## src/rtl/memory_fifo_unit.sv

```systemverilog
// ---------------------------------------------------------------------------
// memory_fifo_unit
//
// Synchronous single-clock FIFO that replaces the old single-word 35-bit
// write-enabled storage register. It holds DEPTH words of WIDTH bits in
// first-in/first-out order. It has independent write and read enables,
// registered occupancy status, and one-cycle error pulses for rejected
// requests.
//
// Read data is registered, and there is no fall-through path. A word
// written at edge N can be popped at edge N+1 at the earliest, and it
// appears on dout after that edge.
//
// When the FIFO is full, a write is still accepted if a read is accepted
// on the same edge. The head word leaves and the freed slot is refilled in
// one cycle. When the FIFO is empty, a simultaneous read is rejected and
// the write is accepted.
//
// Ports
//   clk        rising-edge clock
//   arst       asynchronous active-high reset
//   wren       write request; din is stored at the clk edge if accepted
//   din        write data, WIDTH bits
//   rden       read request; the head word is popped if accepted
//   dout       registered read data; holds its value when no read occurs
//   valid      one-cycle pulse: dout was loaded by the last accepted read
//   full       count == DEPTH
//   empty      count == 0
//   count      occupancy, 0..DEPTH, AW+1 bits
//   overflow   one-cycle pulse: a write was rejected
//   underflow  one-cycle pulse: a read was rejected
//
// Every output is driven directly from a flop. No input reaches an output
// combinationally.
// ---------------------------------------------------------------------------
module memory_fifo_unit #(
  parameter  int WIDTH = 35,
  parameter  int DEPTH = 8,
  localparam int AW    = $clog2(DEPTH)
) (
  input  logic             clk,
  input  logic             arst,
  input  logic             wren,
  input  logic [WIDTH-1:0] din,
  input  logic             rden,
  output logic [WIDTH-1:0] dout,
  output logic             valid,
  output logic             full,
  output logic             empty,
  output logic [AW:0]      count,
  output logic             overflow,
  output logic             underflow
);

  // count is one bit wider than the pointers so that it can represent
  // DEPTH itself.
  localparam logic [AW:0] FULL_COUNT = (AW+1)'(DEPTH);

  // Storage and pointers. DEPTH is a power of two, so the pointers wrap
  // modulo DEPTH simply by overflowing their AW bits.
  logic [WIDTH-1:0] mem [DEPTH];
  logic [AW-1:0]    wr_ptr;
  logic [AW-1:0]    rd_ptr;

  // Accept decisions, made on the registered state before the edge.
  logic             rd_acc;
  logic             wr_acc;
  logic [AW:0]      count_nxt;

  // A write into a full FIFO is legal only when the same edge frees a slot
  // through an accepted read.
  // NOTE: every signal assigned in always_comb gets a default value first,
  // so that no path can leave it unassigned and infer a latch.
  always_comb begin
    rd_acc    = 1'b0;
    wr_acc    = 1'b0;
    count_nxt = count;
    rd_acc    = rden & ~empty;
    wr_acc    = wren & (~full | rd_acc);
    count_nxt = count + (AW+1)'(wr_acc) - (AW+1)'(rd_acc);
  end

  // Storage array. It is deliberately kept out of the reset domain, so it
  // can map onto plain RAM or flops without a reset network. Its contents
  // are meaningless until written, and the pointers guarantee that a word
  // is never read before it has been written.
  // NOTE: memories are not reset; only the control state that decides what
  // is readable returns to a known value.
  always_ff @(posedge clk) begin
    if (wr_acc) begin
      mem[wr_ptr] <= din;
    end
  end

  // Control state and registered outputs. full and empty are derived from
  // count_nxt, so they always agree with the count they accompany.
  // NOTE: sequential state uses non-blocking assignments, so every flop
  // samples values from before the edge regardless of statement order.
  always_ff @(posedge clk or posedge arst) begin
    if (arst) begin
      wr_ptr    <= '0;
      rd_ptr    <= '0;
      count     <= '0;
      dout      <= '0;
      valid     <= 1'b0;
      full      <= 1'b0;
      empty     <= 1'b1;
      overflow  <= 1'b0;
      underflow <= 1'b0;
    end else begin
      if (wr_acc) begin
        wr_ptr <= wr_ptr + 1'b1;
      end
      if (rd_acc) begin
        dout   <= mem[rd_ptr];
        rd_ptr <= rd_ptr + 1'b1;
      end
      valid     <= rd_acc;
      count     <= count_nxt;
      full      <= (count_nxt == FULL_COUNT);
      empty     <= (count_nxt == '0);
      overflow  <= wren & ~wr_acc;
      underflow <= rden & ~rd_acc;
    end
  end

endmodule

```

## config.mk

```make
export PLATFORM = sky130hd
export DESIGN_NAME = memory_fifo_unit
export DESIGN_NICKNAME = d
export VERILOG_FILES = /design/src/rtl/memory_fifo_unit.sv
export SDC_FILE = /design/constraint.sdc
export NUM_CORES = 1
export LEC_CHECK = 0
export ABC_AREA = 1
export CAP_MARGIN = 20
export CORE_MARGIN = 5
export CORE_UTILIZATION = 60
export DETAILED_ROUTE_END_ITERATION = 16
export GPL_ROUTABILITY_DRIVEN = 0
export PLACE_DENSITY = 0.8
export SLEW_MARGIN = 40
export SYNTH_ARGS = -nofsm -noshare
export SYNTH_HDL_FRONTEND = slang
export SYNTH_SLANG_ARGS = --single-unit
```

## constraint.sdc

```tcl
create_clock -name clk -period 5.2 [get_ports clk]
set_clock_uncertainty 0.15 [all_clocks]
set_input_delay 0.78 -clock clk [delete_from_list [all_inputs] [get_ports clk]]
set_output_delay 0.78 -clock clk [all_outputs]
set_load 0.02 [all_outputs]
```

After elaboration in Yosys (flattened, before gate mapping). Memory sizes are Yosys's and may differ from the RTL's. A register that Yosys moved wholly into a read port is not among the register bits. Index checks and enable logic that the tools add are counted. W data, S select, Z words.

Register bits after elaboration: 15. Latch bits: 0. Memory bits (writable): 280. Bits in read-only memories: 0. Input bits: 39. Logic and storage cells: 26. Memories kept: 1.

Add/sub/neg operators: 4. Multiply operators: 0. Div/mod/pow operators: 0. Magnitude comparators: 0. Equality and inequality tests: 1. Shifts and indexed selects: 0. Mux-type cells: 2. Bitwise operators: 9. Reductions and logical operators: 1.

Memory list: mem (words 8, bits a word 35, read ports 1, clocked after Yosys merged registers in 1, write ports 1, RTL line 61) `logic [WIDTH-1:0] mem [DEPTH];`.

Operator list (number): $add A3 B1 Y3 const B (2); $add A4 B1 Y4 (1); $and A1 B1 Y1 (4); $eq A4 B4 Y1 const B (1); $logic_not A4 Y1 (1); $not A1 Y1 (4); $sub A4 B1 Y4 (1); $mux W1 (2); $or A1 B1 Y1 (1).

Longest topological paths before layout.
Depth in word-level cells: 7. Mapped depth: 13. Gate-level depth less buffers: 13.

Worst setup path before layout. Ideal clock, no wire load.

Path kind: input -> register. Start: input rden. End: memory mem[0][0] (enable). Library setup time: 0.427 ns. Arrival: 2.866 ns. Data required time: 4.623 ns. Path slack: 1.757 ns. Stages: 5. Cells stage by stage: nand2_1 -> a21oi_4 -> inv_1 -> or2_1 -> nor2_1.

Word-level cells in the longest chain between the ends: 5.

Ends and longest elaborated chain: start: declaration (RTL line 45) `input logic rden,`; $and A1 B1 Y1 (RTL line 78) `rd_acc = rden & ~empty;`; $or A1 B1 Y1 (RTL line 79) `wr_acc = wren & (~full | rd_acc);`; $and A1 B1 Y1 (RTL line 79); $mux W1 (RTL line 90) `if (wr_acc) begin`; $mux W1 (not written as such) (RTL line 91) `mem[wr_ptr] <= din;`; end: declaration (RTL line 61).

Every way passes these cells.

Final worst setup path.
Start: input rden. End: register full.

Word-level cells in the longest chain between the ends: 6.

Ends and longest elaborated chain: $and A1 B1 Y1 * (RTL line 78); $or A1 B1 Y1 (RTL line 79); $and A1 B1 Y1 (RTL line 79); $add A4 B1 Y4 (RTL line 80) `count_nxt = count + (AW+1)'(wr_acc) - (AW+1)'(rd_acc);`; $sub A4 B1 Y4 * (RTL line 80); via count_nxt[1] (RTL line 68) `logic [AW:0] count_nxt;`; $eq A4 B4 Y1 * (RTL line 120) `full <= (count_nxt == FULL_COUNT);`; end signal: assignment (RTL line 120); end: declaration (RTL line 48) `output logic full,`.

Mark *: on every way through the listed nets, which the timed path passes. The rest lies on a longest branch. A chain may end at the register's enable or synchronous reset.

==> impl_metrics.env <==
export IMPL_reg2reg_depth=14
export IMPL_clk_pin_slew_ns=0.06
export IMPL_dpl_hpwl_um=17500
export IMPL_critPathSlowestCell="buf_4"
export IMPL_post_cts_buffers=0
export IMPL_clkSinkCount=330
export IMPL_fp_dieW_um=162
export IMPL_placed_area_um2=15000
export IMPL_clock_path_buffers=3
export IMPL_worst_r2r_setup_slack_ns=2.00
export IMPL_cts_hold_buf=0
export IMPL_timing_final_crit_share_pct=65.6
export IMPL_layout_setup_ws_ns=1.79
export IMPL_synth_simple_area_share_pct=19.9
export IMPL_min_from="dout[1]"
export IMPL_p_switching_mw=3.13
export IMPL_power_frac_clock_pct=26.9
export IMPL_n_fill_cell=1448
export IMPL_ys_seq_area_share_pct=69.9
export IMPL_area_growth_pct=16.8
export IMPL_die_h_um=162
export IMPL_coreArea_um2=22600
export IMPL_p_int_mw=5.74
export IMPL_cp_startpoint="rden"
export IMPL_period_needed_ns=3.41
export IMPL_synth_area_um2=13800
export IMPL_reg2reg_from="empty"
export IMPL_synth_adder_area_share_pct=0.688
export IMPL_layout_cells_non_filler=1690
export IMPL_layout_commonest_cell="nand2_1"
export IMPL_synth_distinct_cells=23
export IMPL_synth_top_area_share_pct=60.9
export IMPL_path_common_cell="inv_1"
export IMPL_synth_top_family_by_area="simple AND/OR/NAND/NOR gates"
export IMPL_initial_core_util_pct=61.0
export IMPL_grt_pass1_vias=9557
export IMPL_comb_power_share_pct=32.5
export IMPL_yosys_area_top_type="edfxtp_1"
export IMPL_p_per_area_nw_per_um2=549
export IMPL_synth_ff_latch_count=330
export IMPL_cap_violations=0
export IMPL_holdPathEnd="dout[1]"
export IMPL_ir_drop_mv=0.277
export IMPL_track_usage_pct=23.7
export IMPL_pwr_share_seq_pct=40.6
export IMPL_clockRootBuffer="clkbuf_16"
export IMPL_nNetsFinal=1425
export IMPL_synth_area_top_cells="edfxtp_1 (61%), nand2_1 (12%), dfrtp_1 (8.9%), nand3_1 (7.6%), inv_1 (6.1%)"
export IMPL_finalSetupViolations=0
export IMPL_drv_slew=0
export IMPL_hold_class="register to register"
export IMPL_syn_instance_count=1297
export IMPL_status="finished clean"
export IMPL_design_area_um2=16100
export IMPL_grt_pass1_wl_um=49000
export IMPL_start_kind="input pin"
export IMPL_num_rows=55
export IMPL_first_iter_violations=978
export IMPL_end_kind="register"
export IMPL_worstHoldPathCells=2
export IMPL_totalWireLength_um=30700
export IMPL_r2r_end="full"
export IMPL_dp_cells=1627
export IMPL_cts_made_buffers=34
export IMPL_muxShareOfSynthArea_pct=0
export IMPL_dieArea_um2=26200
export IMPL_mostFrequentLayoutCells="nand2_1 (435), edfxtp_1 (280), inv_1 (224)"
export IMPL_worstPathMaxFanout=40
export IMPL_drive_above_1_share_pct=6.48
export IMPL_antenna_left=0
export IMPL_critPathMaxStageDelay_ns=0.50
export IMPL_vias_per_cell=5.49
export IMPL_cts_resized=0
export IMPL_io_pins=83
export IMPL_required_ns=5.48
export IMPL_worstSetupPathType="input pin to register"
export IMPL_routedWlPerCell_um=18.2
export IMPL_cts_tree="yes"
export IMPL_power_leakage_nw=7.02
export IMPL_pre_cts_ws_ns=1.32
export IMPL_relSlewSlack_pct=43.1
export IMPL_synth_xor_area_share_pct=0.444
export IMPL_avgSynthCellArea_um2=10.7
export IMPL_synth_compound_area_share_pct=0.190
export IMPL_path_cells="clkdlybuf4s50_1 > nand2_2 > buf_4 > inv_1 > buf_4 > ha_1 > inv_1 > ha_1 > inv_1 > fa_1 > inv_1 > nor2_1 > nand2_1 > nor2_1"
export IMPL_fmax_mhz=293
export IMPL_syn_nets=1343
export IMPL_finalHoldViolCount=0
export IMPL_rsz0062_at_grt="false"
export IMPL_antenna_cells=0
export IMPL_setup_tns_ns=0
export IMPL_cp_arrival_ns=3.69
export IMPL_worst_pin_slew_ns=0.853
export IMPL_via_count=9284
export IMPL_p_sw_share_pct=35.3
export IMPL_antenna_found_initial=0
export IMPL_drc_errors=0
export IMPL_htree_levels=2
export IMPL_ys_warnings_count=0
export IMPL_gr_total_overflow=0
export IMPL_port_buffers=82
export IMPL_grt_max_degree=75
export IMPL_clock_latency_ns=0.51
export IMPL_dr_pass1_iters=6
==> power groups by stage <==
stage	clock network (mW)	logic (mW)	registers, mW
final	2.39	2.88	3.60
after global routing	2.53	3.16	3.64
after CTS	2.42	2.87	3.60
after detailed placement	0	2.82	3.64
after global placement	0	2.66	3.63
after floorplan	0	1.79	3.73
==> critical path: cells and delay by family <==
kind                     cells  cell delay, ns
adder cells (fa/ha/maj)      3            0.97
buffers and inverters        7            1.55
AND/OR/NAND/NOR              4            0.37
==> synthesized netlist by cell type <==
cell / n
nand2_1: 436
edfxtp_1: 280
inv_1: 225
nand3_1: 211
dfrtp_1: 49
buf_2: 30
clkbuf_1: 12
nor2_1: 12
buf_6: 11
ha_1: 6
xor2_1: 5
buf_1: 4
buf_4: 4
o21ai_0: 2
xnor2_1: 2
a21oi_4: 1
clkinv_1: 1
dfstp_2: 1
fa_1: 1
inv_2: 1
inv_4: 1
nand3b_1: 1
or2_1: 1
==> final cells by class <==
cell class	instances	area (µm²)	area share (%)
multi-input cells	678	3000	18.6
clock inverters	19	140	0.868
well taps	285	357	2.21
repair buffers	107	1170	7.22
inverters	228	858	5.32
flip-flops and latches	330	9670	59.9
clock buffers	43	958	5.94
==> sequential cells by signal, indices dropped and copies added (netlist names) <==
name,count
dout,35
full,1
count,4
overflow,1
rd_ptr,3
underflow,1
empty,1
mem,280
valid,1
wr_ptr,3
==> worst max-delay path by stage <==
stage          depth (start not counted)  slack [ns]   endpoint
2_1_floorplan                          5        1.76  mem[0][0]
4_1_cts                               14        1.83       full
6_report                              14        1.79       full
3_5_place_dp                          14        1.32       full
3_3_place_gp                          14        1.37      empty
5_1_grt                               14        1.64       full
==> stage by stage <==
| step | hold WS [ns] | power (mW) | util, % |
|---|---|---|---|
| floorplan | 0.341 | 5.52 | - |
| global placement | 0.313 | 6.29 | 65.3 |
| detailed placement | 0.315 | 6.46 | 66.4 |
| CTS | 0.332 | 8.89 | 71.2 |
| global route | 0.349 | 9.33 | 71.3 |
| finish | 0.326 | 8.86 | 71.3 |
==> logic make-up after synthesis <==
logic type               count (synthesis)
XOR/XNOR                                 7
adder cells (fa/ha/maj)                  7
buffers and inverters                  289
flip-flops                             330
AO/OA/AOI/OAI                            3
AND/OR/NAND/NOR                        661
==> metal layers <==
metal	vias to the layer above	share of wire, %	global-route usage [%]
met5	-	0	0
met3	73	9.4	5.15
met1	4424	38	30.0
li1	4318	-	-
met4	0	2.9	8.57
met2	469	50	40.7
Power figures use the tool's default switching activity.
==> edit, RTL diff (config.mk and constraints unchanged) <==
`WIDTH`: 35 -> 70.
--- a/src/rtl/memory_fifo_unit.sv
+++ b/src/rtl/memory_fifo_unit.sv
@@ -36,3 +36,3 @@
 module memory_fifo_unit #(
-  parameter  int WIDTH = 35,
+  parameter  int WIDTH = 70,
   parameter  int DEPTH = 8,
Interface: changed (resized din and dout); port bits go from 83 to 153. The function was not compared with the original's and may differ.
==> edit against the original RTL <==
Routed wire length rose by 94%; cell area rose by 91%; sequential cell count rose by 315; combinational power rose by 85%; cell count rose by 94%; synthesized area rose by 94%; critical endpoint is now dout[24]$_DFFE_PP0P_; worst setup slack improved by 0.27 ns; total power rose by 89%; sequential power rose by 95%; via count rose by 91%; non-clock buffer count rose by 72.
==> edit: results (changes against the original RTL) <==
Worst setup path:
- The endpoint identified for the worst register-to-register timing path is dout[24]$_DFFE_PP0P_.
- The slack of the worst reg-to-reg path is 2.06 ns (+0.06 ns).
- The startpoint identified for the worst register-to-register timing path is rd_ptr[0]$_DFFE_PP0P_.
- The category of the critical setup timing path is reg -> reg.
- The biggest fanout along the worst timing path was 150 (+280%).
- The worst reg2reg path depth is 8 (-6).
- The data arrival at the endpoint of the critical path is 3.49 ns (-0.20 ns).

Placed design:
- The number of buffer cells added on primary ports is 152 (+85%).
- The pre-CTS setup slack is 1.621 ns (+0.2997 ns).

Floorplan:
- The core box area came to 44220 µm² (+95%).

Logic synthesis:
- The fraction of the yosys area taken by sequential cells came to 70.59% (+0.67 points).
- After synthesis, the cell types taking the most area are edfxtp_1, nand2_1, nand3_1.
- The compound-cell area share of the yosys netlist is 0.1072% (-0.083 points).
- The adder and majority cell fraction of the synthesized area came to 0.3543% (-0.33 points).
- The count of unique library cells instantiated by Yosys is 20 (-13%).
- The share of flip-flops with an asynchronous set or reset after synthesis is 13.18% (-2.0 points).
- The number of enable-type register cells in the synthesized netlist came to 560 (+100%).
- The number of nets in the synthesized netlist is 2597 (+93%).

Detailed routing:
- The overall via count from detail_route is 17690 (+91%).
- The wire length on met2 is 30.34 mm (+98%).
- The detailed-route wire length per cell is 18.16 µm (about the same).
- The detailed-routing wirelength on met1 is 22.87 mm (+96%).
- The detailed router used layers up to and including met5.

Worst hold path:
- The worst hold path terminates at dout[63]$_DFFE_PP0P_.
- The startpoint of the tightest hold check path is dout[63]$_DFFE_PP0P_.

Power:
- The power attributed to combinational cells is 0.00534 W (+85%).
- The standby leakage power came to 13.30 nW (+90%).
- The worst voltage drop across the vdd grid is 0.0004008 V (+45%).

Layout:
- The buffer share of cell area is 6.099% (-1.1 points).
- The layout clock buffer count is 83 (+93%).
- The number of signal-net inverters in the final layout was 438 (+92%).
- The count of antenna diodes in the layout is 3 (+3).
- The layout cell share with drive strength beyond 1 is 4.994% (-1.5 points).
- The number of fill cells in the layout was 2918 (+100%).
- The flip-flop and latch share of the layout cell area was 61.48% (+1.6 points).
- The number of multi-input combinational cells in the layout is 1309 (+93%).
- The total number of sequential cells is 645 (+95%).
- The clock-cell share of area is 6.367% (-0.44 points).
- The count of plain and timing-repair buffers is 179 (+67%).

Clock network:
- The insertion delay of the later-clocked pin in the worst-skew pair came to 0.61 ns (+0.10 ns).

Global routing:
- The met3 demand-to-capacity share in global routing is 3.614% (-1.5 points).
- The global-route wire length before repair is 95.06 mm (+94%).
- The global-route track usage on met2 is 41.75% (+1.1 points).

Status:
- The run finished with clean final reports.

STA:
- The transition time of the tightest slew-check pin is 0.8406 ns (-0.01236 ns).
## edit: cell count changes after synthesis, sizes merged, moves of 23 or more
cell / change
edfxtp: +280
nand2: +422
dfrtp: +35
inv: +211
buf: +40
clkbuf: +23
nand3: +210
## edit: worst reg2reg max path, delay by kind of cell (launching register included)
family	cells	cell delay (ns)
buffers and inverters	2	1.38
DFF	1	0.92
and+or+nand+nor	6	0.60
## edit: stage by stage
| step | instances | util [%] | total power, W | hold WS, ns |
|---|---|---|---|---|
| 2_1_floorplan | 2516 | - | 0.01064 | 0.3416 |
| 3_3_place_gp | 3160 | 65.07 | 0.01215 | 0.3130 |
| 3_5_place_dp | 3162 | 65.22 | 0.01238 | 0.3151 |
| 4_1_cts | 3274 | 69.65 | 0.01676 | 0.3321 |
| 5_1_grt | 3278 | 69.73 | 0.01764 | 0.3424 |
| 6_report | 3278 | 69.73 | 0.01673 | 0.3282 |
